--- config.mk ---
export PLATFORM = sky130hd
export DESIGN_NAME = qtree_kron_sequencer
export DESIGN_NICKNAME = d
export VERILOG_FILES = /design/src/rtl/qtree_kron_sequencer.sv
export SDC_FILE = /design/constraint.sdc
export NUM_CORES = 1
export LEC_CHECK = 0
export CAP_MARGIN = 0
export CORE_MARGIN = 2
export CORE_UTILIZATION = 43
export DETAILED_ROUTE_END_ITERATION = 12
export PLACE_DENSITY_LB_ADDON = 0.12
export SLEW_MARGIN = 5
export SYNTH_ARGS = -nofsm -noshare
export SYNTH_HDL_FRONTEND = slang
export SYNTH_SLANG_ARGS = --single-unit
--- constraint.sdc ---
create_clock -name aclk -period 9.3 [get_ports aclk]
set_input_delay 2.79 -clock aclk [delete_from_list [all_inputs] [get_ports aclk]]
set_output_delay 2.79 -clock aclk [all_outputs]
set_load 0.02 [all_outputs]
--- src/rtl/qtree_kron_sequencer.sv ---
// Sequencer feeding N_OPS operand streams, in order, into the mMapKron QTree input, then capturing the kernel result.
// Optional macro KRON_SEQ_WATCHDOG_EN adds a WAIT_RES timeout that sets the sticky error flag.
module qtree_kron_sequencer #(
  parameter int DATA_W  = 67,
  parameter int RES_W   = 33,
  parameter int N_OPS   = 2,
  parameter int CNT_W   = 16,
  parameter int TIMEOUT = 65535
) (
  input  logic                    aclk,
  input  logic                    areset,
  input  logic                    start,
  output logic                    busy,
  output logic                    done,
  output logic                    error,
  output logic [CNT_W-1:0]        beat_cnt,
  output logic [RES_W-1:0]        result,
  input  logic [N_OPS*DATA_W-1:0] s_tdata,
  input  logic [N_OPS-1:0]        s_tvalid,
  input  logic [N_OPS-1:0]        s_tlast,
  output logic [N_OPS-1:0]        s_tready,
  output logic [DATA_W-1:0]       m_tdata,
  output logic                    m_tvalid,
  output logic                    m_tlast,
  input  logic                    m_tready,
  input  logic [RES_W-1:0]        r_tdata,
  input  logic                    r_tvalid,
  output logic                    r_tready
);

  localparam int CUR_W = (N_OPS > 1) ? $clog2(N_OPS) : 1;
  localparam logic [CUR_W-1:0] LAST_OP = CUR_W'(N_OPS - 1);

  typedef enum logic [2:0] {
    S_IDLE     = 3'd0,
    S_FEED     = 3'd1,
    S_DRAIN    = 3'd2,
    S_WAIT_RES = 3'd3,
    S_DONE     = 3'd4
  } state_t;

  state_t             state_r, state_s;
  logic [CUR_W-1:0]   cur_r, cur_s;
  logic               busy_r, done_r;
  logic [CNT_W-1:0]   beat_cnt_r;
  logic [RES_W-1:0]   result_r;
  logic [DATA_W-1:0]  m_tdata_r;
  logic               m_tvalid_r, m_tlast_r;
  logic               out_free_s, accept_s, take_res_s, job_start_s, timeout_s;
  logic [DATA_W-1:0]  sel_data_s;
  logic               sel_last_s;

  // The single output register may take a new beat when empty or emptying this cycle.
  assign out_free_s  = !m_tvalid_r || m_tready;
  assign sel_data_s  = s_tdata[int'(cur_r)*DATA_W +: DATA_W];
  assign sel_last_s  = s_tlast[cur_r];
  assign accept_s    = (state_r == S_FEED) && s_tvalid[cur_r] && out_free_s;
  assign take_res_s  = (state_r == S_WAIT_RES) && r_tvalid;
  assign job_start_s = (state_r == S_IDLE) && start;
  assign r_tready    = (state_r == S_WAIT_RES);

  for (genvar k = 0; k < N_OPS; k++) begin : g_ready
    assign s_tready[k] = (state_r == S_FEED) && (cur_r == CUR_W'(k)) && out_free_s;
  end

`ifdef KRON_SEQ_WATCHDOG_EN
  localparam int WD_W = $clog2(TIMEOUT + 1);
  logic [WD_W-1:0] wd_r;
  logic            error_r;

  assign timeout_s = (state_r == S_WAIT_RES) && (wd_r == WD_W'(TIMEOUT - 1));

  // Watchdog cycle counter, cleared whenever the sequencer is outside WAIT_RES.
  always_ff @(posedge aclk or posedge areset) begin
    if (areset) begin
      wd_r <= '0;
    end else if (state_r != S_WAIT_RES) begin
      wd_r <= '0;
    end else begin
      wd_r <= wd_r + WD_W'(1);
    end
  end

  // Sticky timeout flag; a genuine result in the timeout cycle wins.
  always_ff @(posedge aclk or posedge areset) begin
    if (areset) begin
      error_r <= 1'b0;
    end else if (job_start_s) begin
      error_r <= 1'b0;
    end else if (timeout_s && !r_tvalid) begin
      error_r <= 1'b1;
    end else begin
      error_r <= error_r;
    end
  end

  assign error = error_r;
`else
  assign timeout_s = 1'b0;
  assign error     = 1'b0;
`endif

  // Next-state and operand-pointer logic.
  always_comb begin
    state_s = state_r;
    cur_s   = cur_r;
    case (state_r)
      S_IDLE: begin
        if (start) begin
          state_s = S_FEED;
          cur_s   = '0;
        end else begin
          state_s = S_IDLE;
        end
      end
      S_FEED: begin
        if (accept_s && sel_last_s) begin
          if (cur_r == LAST_OP) begin
            state_s = S_DRAIN;
          end else begin
            cur_s = cur_r + CUR_W'(1);
          end
        end else begin
          state_s = S_FEED;
        end
      end
      S_DRAIN: begin
        if (out_free_s) begin
          state_s = S_WAIT_RES;
        end else begin
          state_s = S_DRAIN;
        end
      end
      S_WAIT_RES: begin
        if (r_tvalid) begin
          state_s = S_DONE;
        end else if (timeout_s) begin
          state_s = S_DONE;
        end else begin
          state_s = S_WAIT_RES;
        end
      end
      S_DONE: begin
        state_s = S_IDLE;
      end
      default: begin
        state_s = S_IDLE;
        cur_s   = '0;
      end
    endcase
  end

  // Control state and status flags; busy/done are decoded from the next state so they are registered.
  always_ff @(posedge aclk or posedge areset) begin
    if (areset) begin
      state_r <= S_IDLE;
      cur_r   <= '0;
      busy_r  <= 1'b0;
      done_r  <= 1'b0;
    end else begin
      state_r <= state_s;
      cur_r   <= cur_s;
      busy_r  <= (state_s == S_FEED) || (state_s == S_DRAIN) || (state_s == S_WAIT_RES);
      done_r  <= (state_s == S_DONE);
    end
  end

  // Output stage register: loads on source handshake, empties on downstream handshake.
  always_ff @(posedge aclk or posedge areset) begin
    if (areset) begin
      m_tdata_r  <= '0;
      m_tvalid_r <= 1'b0;
      m_tlast_r  <= 1'b0;
    end else if (accept_s) begin
      m_tdata_r  <= sel_data_s;
      m_tvalid_r <= 1'b1;
      m_tlast_r  <= sel_last_s;
    end else if (m_tready) begin
      m_tvalid_r <= 1'b0;
      m_tlast_r  <= 1'b0;
    end else begin
      m_tvalid_r <= m_tvalid_r;
    end
  end

  // Saturating count of beats accepted in the current job.
  always_ff @(posedge aclk or posedge areset) begin
    if (areset) begin
      beat_cnt_r <= '0;
    end else if (job_start_s) begin
      beat_cnt_r <= '0;
    end else if (accept_s && (beat_cnt_r != {CNT_W{1'b1}})) begin
      beat_cnt_r <= beat_cnt_r + CNT_W'(1);
    end else begin
      beat_cnt_r <= beat_cnt_r;
    end
  end

  // Result capture; left untouched on timeout.
  always_ff @(posedge aclk or posedge areset) begin
    if (areset) begin
      result_r <= '0;
    end else if (take_res_s) begin
      result_r <= r_tdata;
    end else begin
      result_r <= result_r;
    end
  end

  assign busy     = busy_r;
  assign done     = done_r;
  assign beat_cnt = beat_cnt_r;
  assign result   = result_r;
  assign m_tdata  = m_tdata_r;
  assign m_tvalid = m_tvalid_r;
  assign m_tlast  = m_tlast_r;

endmodule

== Yosys cells after proc, flatten, opt, wreduce, memory -nomap -nowiden ==
Index checks and enable logic that the tools add are counted.
Storage, ports and cells
  bits in registers: 124
  input port bits: 176
  output and inout bits: 124
  logic and storage cells: 65
Cells by class
  add/subtract/negate cells: 2
  multipliers: 1
  magnitude comparators: 1
  equal/unequal tests: 11
  shift operators: 1
  muxes and demuxes: 19
  bitwise logic cells: 2
  reductions and logical operators: 19
Operators by type and width (number)
  $shiftx 134x9->67: 1
  $mux 16: 2
  $add 16x1->16 const B: 1
  $ne 16x16->1 const B: 1
  $eq 3x2->1 const B: 4
  $mux 1: 12
  $pmux 3 s4: 1
  $logic_and 1x1->1: 10
  $mux 3: 3
  $mul 1x7->8 const B: 1
  $eq 3x1->1 const B: 2
  $eq 3x3->1 const B: 2
  $reduce_bool 2->1: 2
  $logic_not 3->1: 1
  $logic_or 1x1->1: 3
  $pmux 1 s3: 1
  $reduce_and 3->1: 1
  $reduce_or 3->1: 1
  $lt 1x2->1 const B: 1
  $ne 2x1->1 const B: 1
  $ne 2x2->1 const B: 1
  $not 1->1: 2
  $add 1x1->1 const B: 1
  $logic_not 1->1: 1

== Logic depth before layout (Yosys ltp) ==
Gate-level depths: netlist of the first run.
  depth after elaboration: 10
  depth in mapped cells: 8
  depth with buffers taken out: 5

== Worst setup path before layout of the first run ==
No wires, ideal clock.
  path kind: input to output
  from: input port m_tready
  to: output port s_tready[1]
  arrival time: 3.386 ns
  required time: 6.510 ns
  path slack: 3.124 ns
  stages: 2
  path buffers: 0
  cells stage by stage: nor2b_1 nor3b_1
Between the ends
  longest elaborated chain between the ends: 2
Ends and longest elaborated chain
  from (decl): line 25  | input logic m_tready,
  $logic_or 1x1->1: line 54  | assign out_free_s = !m_tvalid_r || m_tready;
  $logic_and 1x1->1: line 63  | assign s_tready[k] = (state_r == S_FEED) && (cur_r == CUR_W'(k)) && out_free_s;
  to (decl): line 21  | output logic [N_OPS-1:0] s_tready,
Every way passes these cells.

== Worst setup path in the final report of the first run ==
Same ends and word-level chain as after synthesis.

==> metrics.md, run 1 <==
| Metric | Value |
|---|---|
| Outcome | `finished, final reports clean` |
| DIE AREA | `~0.014 sq mm` |
| Most common cell after layout, fill and taps aside | `clkdlybuf4s50_1` |
| Lkg Pwr | `~4 nW` |
| Total gr overflow | `0` |
| Final setup fails | `0` |
| Max Clk Rate | `approximately 140 MHz` |
| Slowest CP cell | `clkdlybuf4s50_1` |
| Nets@finish | `between 1000 and 1500` |
| Die Y | `119.1 um` |
| Skew-Pair Late Insertion Delay | `410 ps` |
| TritonRoute pass-1 iters | `4` |
| Mapped Nets | `roughly 760` |
| Peak supply drop | `around 160 uV` |
| Post-synthesis sequential area ratio | `54.47%` |
| Setup TNS | `0 ps` |
| Pwr Density | `between 300 and 400 mW/mm^2` |
| Startpoint Class | `input port` |
| Largest net degree at the start of global routing | `between 100 and 150` |
| Gate Count Post-Synth | `580` |
| Mux contribution to synthesized area | `14.76%` |
| Post-cts resize count | `0` |
| FILL cells | `962` |
| CTS sink cnt | `roughly 120` |
| Setup ws final | `~2200 ps` |
| RePlAce Congestion | `about 0.84` |
| Most used DFF post-synth | `dfrtp_1` |
| GRT Overall Usage | `between 20 and 25%` |
| Fin crit share | `76.51%` |
| Final std cell area, no fill | `0.009315 sq mm` |
| Area of the multi-input gates | `around 0.0024 sq mm` |
| Drt total wl | `around 17000 um` |
| CTS tree | `built` |
| Inserted Clock Buffers | `17` |
| Post-synth EDFFs | `0` |
| Die width | `119.1 um` |
| Most frequent cells in the layout | `298 x clkdlybuf4s50_1, 188 x nand2_1, 123 x dfrtp_1` |
| Initial DRC count | `between 300 and 400` |
| Wirelength per Cell | `about 16 um` |
| First-pass GRT wire length | `roughly 27000 um` |
| Register bit total from synthesis | `124` |
| Cells along the critical path | `clkdlybuf4s50_1 -> nor2b_1 -> nor3b_1 -> clkdlybuf4s50_1` |
| Skew final | `7.071 ps` |
| DR vias | `approximately 5300` |
| Yosys warns | `0` |
| Main combinational cell family by area after synthesis | `simple AND/OR/NAND/NOR gates` |
| Post-Syn Area | `roughly 0.0057 sq mm` |
| # Max-Cap Violations | `0` |
| Synth Area in XOR/XNOR | `0%` |
| Unrepaired setup endpoints after global routing | `no` |
| Worst slew pin tran | `roughly 1200 ps` |
| Critical Path Max Stage Delay | `about 700 ps` |
| Crit path arrival time | `roughly 4300 ps` |
| Hold Violations, Final | `0` |
| Most used cell, CP | `clkdlybuf4s50_1` |
| Post-Place Cell Area | `0.008773 sq mm` |
| Syn Area/Cell | `9.822 sq um` |
| Via density | `a little over 5` |
| Fin util | `between 70% and 80%` |
| Worst-path clk slew | `50 ps` |
| Ys async rst share | `100.0%` |
| Crit-path max FO | `4` |
| Core area | `roughly 0.013 sq mm` |
| CTS Root Cell | `clkbuf_16` |
| Slew margin rel. | `20.77%` |
| Synth Area in Simple Gates | `between 10% and 20%` |
| Post-CTS Hold Buffers | `0` |
| H-tree depth | `4` |
| Synth Area in Compound Gates | `9.159%` |
| Deepest clock path buffer count | `2` |
| Min Hold Slack | `472.6 ps` |
| Effective utilization at floorplan | `approximately 44%` |
| # diodes | `0` |
| DRC Markers | `0` |
| Crit. End Element | `output port` |
| Layout cells sized above 1 | `between 5 and 6%` |
| WP data required | `approximately 6500 ps` |
| Register area | `between 0.003 and 0.004 sq mm` |
| Std cell rows | `42` |
| Routed Antenna Nets | `0` |
| Critical setup path kind | `input port to output port` |
| Setup Fix Bufs, Post-CTS | `0` |
| Final Max Tran Viols | `0` |
| Adder-cell share of the synthesized area | `less than 1%` |
| IO buf count | `~300` |
| Fin crit period | `approximately 7000 ps` |
| Initial antenna violation count | `0` |
| Place WS | `about 2200 ps` |
| Post-DP HPWL | `approximately 13000 um` |
| I/O pin cnt | `300` |
| Synth-to-layout area growth | `63.52%` |
| Post-synth cell types | `42` |
| Hold WC Path Type | `flop to flop` |
| Vias in the first global route | `between 5000 and 6000` |
[registers in the layout, indices dropped and copies added (netlist names)]
signal and cells:
cur_r 1, busy 1, done 1, state_r 3, beat_cnt 16, m_tvalid 1, m_tlast 1, m_tdata 67
result 33
[logic make-up (layout without fill, tap and decap cells)]
| logic type | after synthesis | count (layout) |
|---|---|---|
| and+or+nand+nor | 239 | 239 |
| DFF | 124 | 124 |
| AOI/OAI and AO/OA | 89 | 89 |
| muxes | 84 | 84 |
| buffers and inverters | 42 | 339 |
| adders and majority gates | 1 | 1 |
| other | 1 | 1 |
[worst max-delay path: cells and delay by family]
kind	cells	cell delay, ps
AND/OR/NAND/NOR	2	360
buffers and inverters	2	1170
[final timing paths]
kind,from,endpoint,slack (ps),depth (start not counted)
worst max-delay path,m_tready,s_tready[1],2180,4
worst min-delay path,result[16],result[16],470,2
worst max register to register,cur_r,m_tdata[13],6060,4
worst min register to register,result[16],result[16],470,2
max in group asynchronous,areset,result[8],5090,3
min in group asynchronous,areset,m_tdata[14],2810,2
[where the power goes]
part | total [W] | internal, W | switching [W]
Sequential | 0.000968 | 0.000769 | 0.000199
Combinational | 0.00136 | 0.000653 | 0.000705
Clock | 0.000596 | 0.000371 | 0.000224
[area by class of cell]
class / instances / share of cell area, %
Sequential cell: 124 / 33.35
Timing Repair Buffer: 302 / 32.34
Multi-Input combinational cell: 414 / 25.90
Clock buffer: 24 / 5.386
Tap cell: 176 / 2.364
Clock inverter: 8 / 0.4298
Inverter: 5 / 0.2283
[cells in the mapped netlist, drive strengths merged (3+ instances only)]
master     n  area share (%)
nand2    188              12
dfrtp    124              54
mux2i     84              15
o21ai     72             6.3
clkbuf    28             1.8
or2       10             1.1
buf        9             1.0
nand3      9            0.79
nor3       6            0.53
inv        4            0.26
nand4      4            0.44
nor2       4            0.26
a2111oi    3            0.79
a211oi     3            0.40
or3        3            0.42
[layer usage]
layer / routed length [um] / vias to the layer above / track usage, %
met5: 0 / - / 0
met4: 721 / 0 / 12.28
met3: 1399 / 50 / 7.998
met2: 8552 / 239 / 42.42
met1: 6366 / 2500 / 26.47
li1: - / 2539 / -
[per-stage QoR]
step,std cells,total power [W]
after floorplan,580,0.001680
after global placement,1021,0.002301
after detailed placement,1021,0.002344
after CTS,1053,0.002952
after global routing,1053,0.003094
final,1053,0.002921
Power figures use the tool's default switching activity.
==> run 2, diff against run 1 <==
CORE_UTILIZATION = 40   (was 43)
clock period = 6.6 ns   (was 9.3 ns; I/O delays follow)
==> run 2 against run 1 <==
Core utilization fell by 3.4 points; sequential power rose by 34%; cell area rose by 1.1%; flip-flop and latch count did not move; critical endpoint unchanged; largest power group unchanged; highest routed layer unchanged.
==> metrics.md, run 2 (same netlist as run 1, synthesis figures left out) <==
| Metric | Value |
|---|---|
| Outcome | `finished, final reports clean` |
| Crit. End Element | `output port` |
| Effective utilization at floorplan | `41.04% (-2.5 points)` |
| Peak supply drop | `268.6 uV (+71%)` |
| RePlAce Congestion | `0.8451 (+0.70%)` |
| Drt total wl | `17280 um (+1.4%)` |
| WP data required | `4620 ps (-1890 ps)` |
| TritonRoute pass-1 iters | `4 (unchanged)` |
| Synth-to-layout area growth | `65.25%` |
| Placed insts | `1027 (+0.59%)` |
| Skew-Pair Late Insertion Delay | `410 ps (about the same)` |
| Post-CTS Hold Buffers | `0 (unchanged)` |
| Setup TNS | `0 ps (unchanged)` |
| Startpoint Class | `input port` |
| Post-route insts no fill | `1059 (+0.57%)` |
| CTS Root Cell | `clkbuf_16` |
| Worst-path clk slew | `50 ps (about the same)` |
| Max Clk Rate | `~180 MHz` |
| Vias in the first global route | `5199 (-2.7%)` |
| Final Max Tran Viols | `0 (unchanged)` |
| Routed Antenna Nets | `0 (unchanged)` |
| Inserted Clock Buffers | `17 (unchanged)` |
| Setup Fix Bufs, Post-CTS | `0 (unchanged)` |
| GRT Overall Usage | `23.31% (-1.0 points)` |
| Unrepaired setup endpoints after global routing | `no` |
| CTS tree | `built` |
| Via density | `4.914 (-2.9%)` |
| WHS Path Cells | `2 (unchanged)` |
| H-tree depth | `4 (unchanged)` |
| # diodes | `0 (unchanged)` |
| Min Hold Slack | `470.2 ps (-2.357 ps)` |
| Lkg Pwr | `4.148 nW (+0.87%)` |
| Hold WC Path Type | `flop to flop` |
| Wirelength per Cell | `16.31 um (+0.82%)` |
| I/O pin cnt | `300 (unchanged)` |
| Nets@finish | `1043 (+0.19%)` |
| Largest net degree at the start of global routing | `83 (-21%)` |
| Hold Startpoint | `result[21]` |
| Slew margin rel. | `37.01% (+16 points)` |
| Deepest clock path buffer count | `2 (unchanged)` |
| Final setup fails | `0 (unchanged)` |
| Core area | `0.01388 sq mm (+6.1%)` |
| DRC Markers | `0 (unchanged)` |
| Fin crit share | `roughly four fifths` |
| Post-DP HPWL | `12890 um (+2.2%)` |
| Hold Crit Endpoint | `result[21]` |
| Max reg flops | `67 (unchanged)` |
| Critical setup path kind | `input port to output port` |
| Initial antenna violation count | `0 (unchanged)` |
| DR vias | `5204 (-2.3%)` |
| Hold Violations, Final | `0 (unchanged)` |
| Total gr overflow | `0 (unchanged)` |
| Skew final | `3.717 ps (-3.354 ps)` |
| Most common cell after layout, fill and taps aside | `clkdlybuf4s50_1` |
| Reg-to-Reg Start | `cur_r` |
| Flop2flop setup slack | `3800 ps (-2260 ps)` |
| # Max-Cap Violations | `0 (unchanged)` |
| Fin crit period | `between 5000 and 6000 ps` |
| Crit path arrival time | `3430 ps (-900 ps)` |
| Crit-path max FO | `4 (unchanged)` |
| CTS sink cnt | `124 (unchanged)` |
| First-pass GRT wire length | `26750 um (-0.41%)` |
| DIE AREA | `0.01521 sq mm (+7.2%)` |
| Die Y | `123.3 um (+3.6%)` |
| Fin util | `67.82% (-3.4 points)` |
| Layout cells sized above 1 | `5.802% (-0.13 points)` |
| Pwr Density | `452.1 mW/mm^2 (+44%)` |
| Initial DRC count | `354 (+9.9%)` |
| Std cell rows | `43 (+2.4%)` |
| Critical R2R Capture | `m_tdata[27]` |
| Worst slew pin tran | `939.1 ps (-249.3 ps)` |
| Post-cts resize count | `0 (unchanged)` |
| Die width | `123.3 um (+3.6%)` |
| Worst r2r path cells | `4 (unchanged)` |
| Most frequent cells in the layout | `298 x clkdlybuf4s50_1, 188 x nand2_1, 123 x dfrtp_1` |
| IO buf count | `298 (unchanged)` |
run 2: changes by cell type in the layout (fill, tap and decap cells not counted), sizes merged:
| cell | delta |
|---|---|
| clkbuf | +1 |
| clkinv | -5 |
| bufinv | +4 |
| buf | +2 |
run 2: through the flow:
| stage | area (sq um) | power, W | setup slack (ps) |
|---|---|---|---|
| 6_report | 9414 | 0.004257 | 1192 |
| 5_1_grt | 9414 | 0.004523 | 1125 |
| 4_1_cts | 9414 | 0.004306 | 1189 |
| 3_5_place_dp | 8793 | 0.003307 | 1198 |
| 3_3_place_gp | 8793 | 0.003261 | 1186 |
| 2_1_floorplan | 5697 | 0.002367 | 1321 |
run 2: metal layers:
layer	up-vias	GRT usage (%)	wire, um
li1	2536	-	-
met1	2434	26.33	6551
met2	204	40.42	8808
met3	30	7.518	1500
met4	0	9.872	416
met5	-	0	0
run 2: worst max-delay path by stage:
stage / cells past startpoint / end / from
after floorplan: 1 / beat_cnt[0] / areset
after global placement: 4 / s_tready[1] / m_tready
after detailed placement: 4 / s_tready[1] / m_tready
after CTS: 4 / s_tready[1] / m_tready
after global routing: 4 / s_tready[1] / m_tready
final: 4 / s_tready[1] / m_tready
run 2: report_power, final:
part	internal [W]	switching (W)
Clock	0.000660	0.000316
Sequential	0.00108	0.000217
Combinational	0.000915	0.00106
Total	0.00266	0.00160
run 2: layout make-up:
cell class,count,area [sq um]
Clock inverter,7,135.1
Timing Repair Buffer,304,3028
Multi-Input combinational cell,414,2412
Clock buffer,25,485.5
Fill cell,1103,4467
Inverter,5,21.27
Sequential cell,124,3107
Tap cell,180,225.2
run 2: worst max-delay path, cell delays in order:
cell             delay (ps)
clkdlybuf4s50_1         480
nor2b_1                  80
nor3b_1                 200
clkdlybuf4s50_1         690
==> run 3, diff against run 2 <==
CORE_UTILIZATION = 36   (was 40)
clock period = 4.4 ns   (was 6.6 ns; I/O delays follow)
==> run 3 against run 2 <==
Register-to-register slack got worse by 1900 ps; core utilization shrank 6.0 points; cell count increased by 3.1%; hold slack improved by 3.5 ps; first-iteration DRC count shrank 19%; wire length up 1.5%; cell area rose by 0.56%; clock skew increased by 1.5 ps; worst setup slack worse by 910 ps; power rose by 49%; critical path type unchanged; highest routed layer unchanged.
==> metrics.md, run 3 (same netlist as run 1, synthesis figures left out) <==
| Metric | Value |
|---|---|
| Worst-path clk slew | `50 ps (about the same)` |
| Clock power frac | `22.0% (-0.9 points)` |
| Worst slew pin tran | `929.7 ps (-9.362 ps)` |
| Int Power | `0.003931 W (+48%)` |
| H-tree depth | `4 (unchanged)` |
| Wirelength per Cell | `16.05 um (-1.6%)` |
| Met2 wire length | `8996 um (+2.1%)` |
| Layout cells sized above 1 | `6.356% (+0.55 points)` |
| # diodes | `0 (unchanged)` |
| Core area | `0.01531 sq mm (+10%)` |
| Fin util | `61.81% (-6.0 points)` |
| WP data required | `3080 ps (-1540 ps)` |
| Drt total wl | `17530 um (+1.5%)` |
| First-pass GRT wire length | `27190 um (+1.6%)` |
| Fin crit period | `about 4100 ps` |
| Gate power share | `47.1% (+0.6 points)` |
| CTS tree | `built` |
| Synth-to-layout area growth | `66.18%` |
| Most common cell after layout, fill and taps aside | `clkdlybuf4s50_1` |
| Crit path capture | `s_tready[1]` |
| Post-cts resize count | `0 (unchanged)` |
| Std cell rows | `45 (+4.7%)` |
| Flop2flop setup slack | `1880 ps (-1920 ps)` |
| DIE AREA | `0.01685 sq mm (+11%)` |
| TritonRoute pass-1 iters | `4 (unchanged)` |
| Peak supply drop | `343.7 uV (+28%)` |
| Slew margin rel. | `37.64% (+0.63 points)` |
| Max reg flops | `67 (unchanged)` |
| Top routing layer in use | `met4` |
| Largest net degree at the start of global routing | `69 (-17%)` |
| CTS sink cnt | `124 (unchanged)` |
| Reg-to-Reg Start | `cur_r` |
| RePlAce Congestion | `0.8372 (-0.93%)` |
| Critical setup path kind | `input port to output port` |
| Vias in the first global route | `5329 (+2.5%)` |
| Setup Fix Bufs, Post-CTS | `0 (unchanged)` |
| Post-CTS Hold Buffers | `0 (unchanged)` |
| FILL cells | `1313 (+19%)` |
| Initial antenna violation count | `0 (unchanged)` |
| Via density | `4.816 (-2.0%)` |
| Net Sw Power | `0.002405 W (+51%)` |
| Total gr overflow | `0 (unchanged)` |
| Most frequent cells in the layout | `298 x clkdlybuf4s50_1, 188 x nand2_1, 123 x dfrtp_1` |
| Routed Antenna Nets | `0 (unchanged)` |
| Inserted Clock Buffers | `17 (unchanged)` |
| Die width | `129.8 um (+5.2%)` |
| Nets@finish | `1046 (+0.29%)` |
| Crit path arrival time | `2800 ps (-630 ps)` |
| Initial DRC count | `287 (-19%)` |
| Skew final | `5.245 ps (+1.529 ps)` |
| Sw Share | `37.95% (+0.44 points)` |
| Deepest clock path buffer count | `2 (unchanged)` |
| Setup crit start | `m_tready` |
| Met1 wire length | `6484 um (-1.0%)` |
| I/O pin cnt | `300 (unchanged)` |
| Max Clk Rate | `242.7 MHz` |
| Post-DP HPWL | `13400 um (+3.9%)` |
| CTS Root Cell | `clkbuf_16` |
| Outcome | `finished, final reports clean` |
| Effective utilization at floorplan | `37.20% (-3.8 points)` |
| Worst r2r path cells | `4 (unchanged)` |
| GRT Overall Usage | `21.04% (-2.3 points)` |
| Pwr Density | `669.3 mW/mm^2 (+48%)` |
| Die Y | `129.8 um (+5.2%)` |
| Crit-path max FO | `4 (unchanged)` |
| Unrepaired setup endpoints after global routing | `no` |
| DR vias | `5259 (+1.1%)` |
| DRC Markers | `0 (unchanged)` |
| Final Max Tran Viols | `0 (unchanged)` |
| Crit. End Element | `output port` |
| IO buf count | `298 (unchanged)` |
| Hold Violations, Final | `0 (unchanged)` |
| Lkg Pwr | `4.153 nW (+0.11%)` |
| Fin crit share | `93.65%` |
| Startpoint Class | `input port` |
| Skew-Pair Late Insertion Delay | `410 ps (about the same)` |
| Sequential power share | `30.8% (+0.2 points)` |
| Hold WC Path Type | `flop to flop` |
| Critical R2R Capture | `m_tdata[61]` |
| WL met3 | `1509 um (+0.60%)` |
| Setup TNS | `0 ps (unchanged)` |
| # Max-Cap Violations | `0 (unchanged)` |
| Final setup fails | `0 (unchanged)` |
run 3: cell types whose count changed in the layout (fill, tap and decap cells not counted):
cell,change
clkinvlp_4,+2
clkbuf_1,-3
bufinv_16,-2
inv_4,-1
buf_4,+2
buf_12,+1
clkbuf_8,+3
run 3: how the worst min path moves through the flow:
stage / to / slack [ps] / start / cells past startpoint
after floorplan: state_r[0] / 510 / state_r[2] / 1
after global placement: result[4] / 460 / result[4] / 2
after detailed placement: result[13] / 460 / result[13] / 2
after CTS: result[13] / 480 / result[13] / 2
after global routing: m_tdata[26] / 490 / m_tdata[26] / 2
final: result[13] / 470 / result[13] / 2
run 3: stage by stage:
| step | hold slack (ps) | setup WS [ps] | instances | total power (W) | area, sq um |
|---|---|---|---|---|---|
| floorplan | 505.8 | 1164 | 580 | 0.003551 | 5700 |
| global placement | 458.3 | 294.6 | 1061 | 0.004906 | 8869 |
| detailed placement | 463.2 | 293.1 | 1061 | 0.004992 | 8869 |
| CTS | 476.4 | 272.3 | 1092 | 0.006416 | 9467 |
| global route | 494.8 | 168.6 | 1092 | 0.006724 | 9467 |
| finish | 473.8 | 279.6 | 1092 | 0.006336 | 9467 |
run 3: final cells by class:
class | instances | area, sq um | area share (%)
sequential | 124 | 3107 | 32.82
timing repair buffer | 307 | 3063 | 32.36
multi-input combinational | 414 | 2412 | 25.48
clock buffer | 25 | 515.5 | 5.445
tap | 211 | 264.0 | 2.789
clock inverter | 6 | 82.58 | 0.8723
inverter | 5 | 22.52 | 0.2379
run 3: per-layer routing:
metal  vias to the layer above  track usage (%)
met5                         -                0
met4                         0            8.982
met3                        32            7.175
met2                       216            37.08
met1                      2466            23.14
li1                       2545                -
run 3: critical path: stages:
cell and delay, ps:
clkdlybuf4s50_1 490, nor2b_1 90, nor3b_1 220, clkdlybuf4s50_1 680
run 3: power groups by stage:
stage               registers (W)  clock network (W)  logic, W
floorplan                 0.00244                  0   0.00111
global placement          0.00194                  0   0.00296
detailed placement        0.00197                  0   0.00302
CTS                       0.00196            0.00142   0.00303
global route              0.00203            0.00147   0.00322
finish                    0.00195            0.00140   0.00299
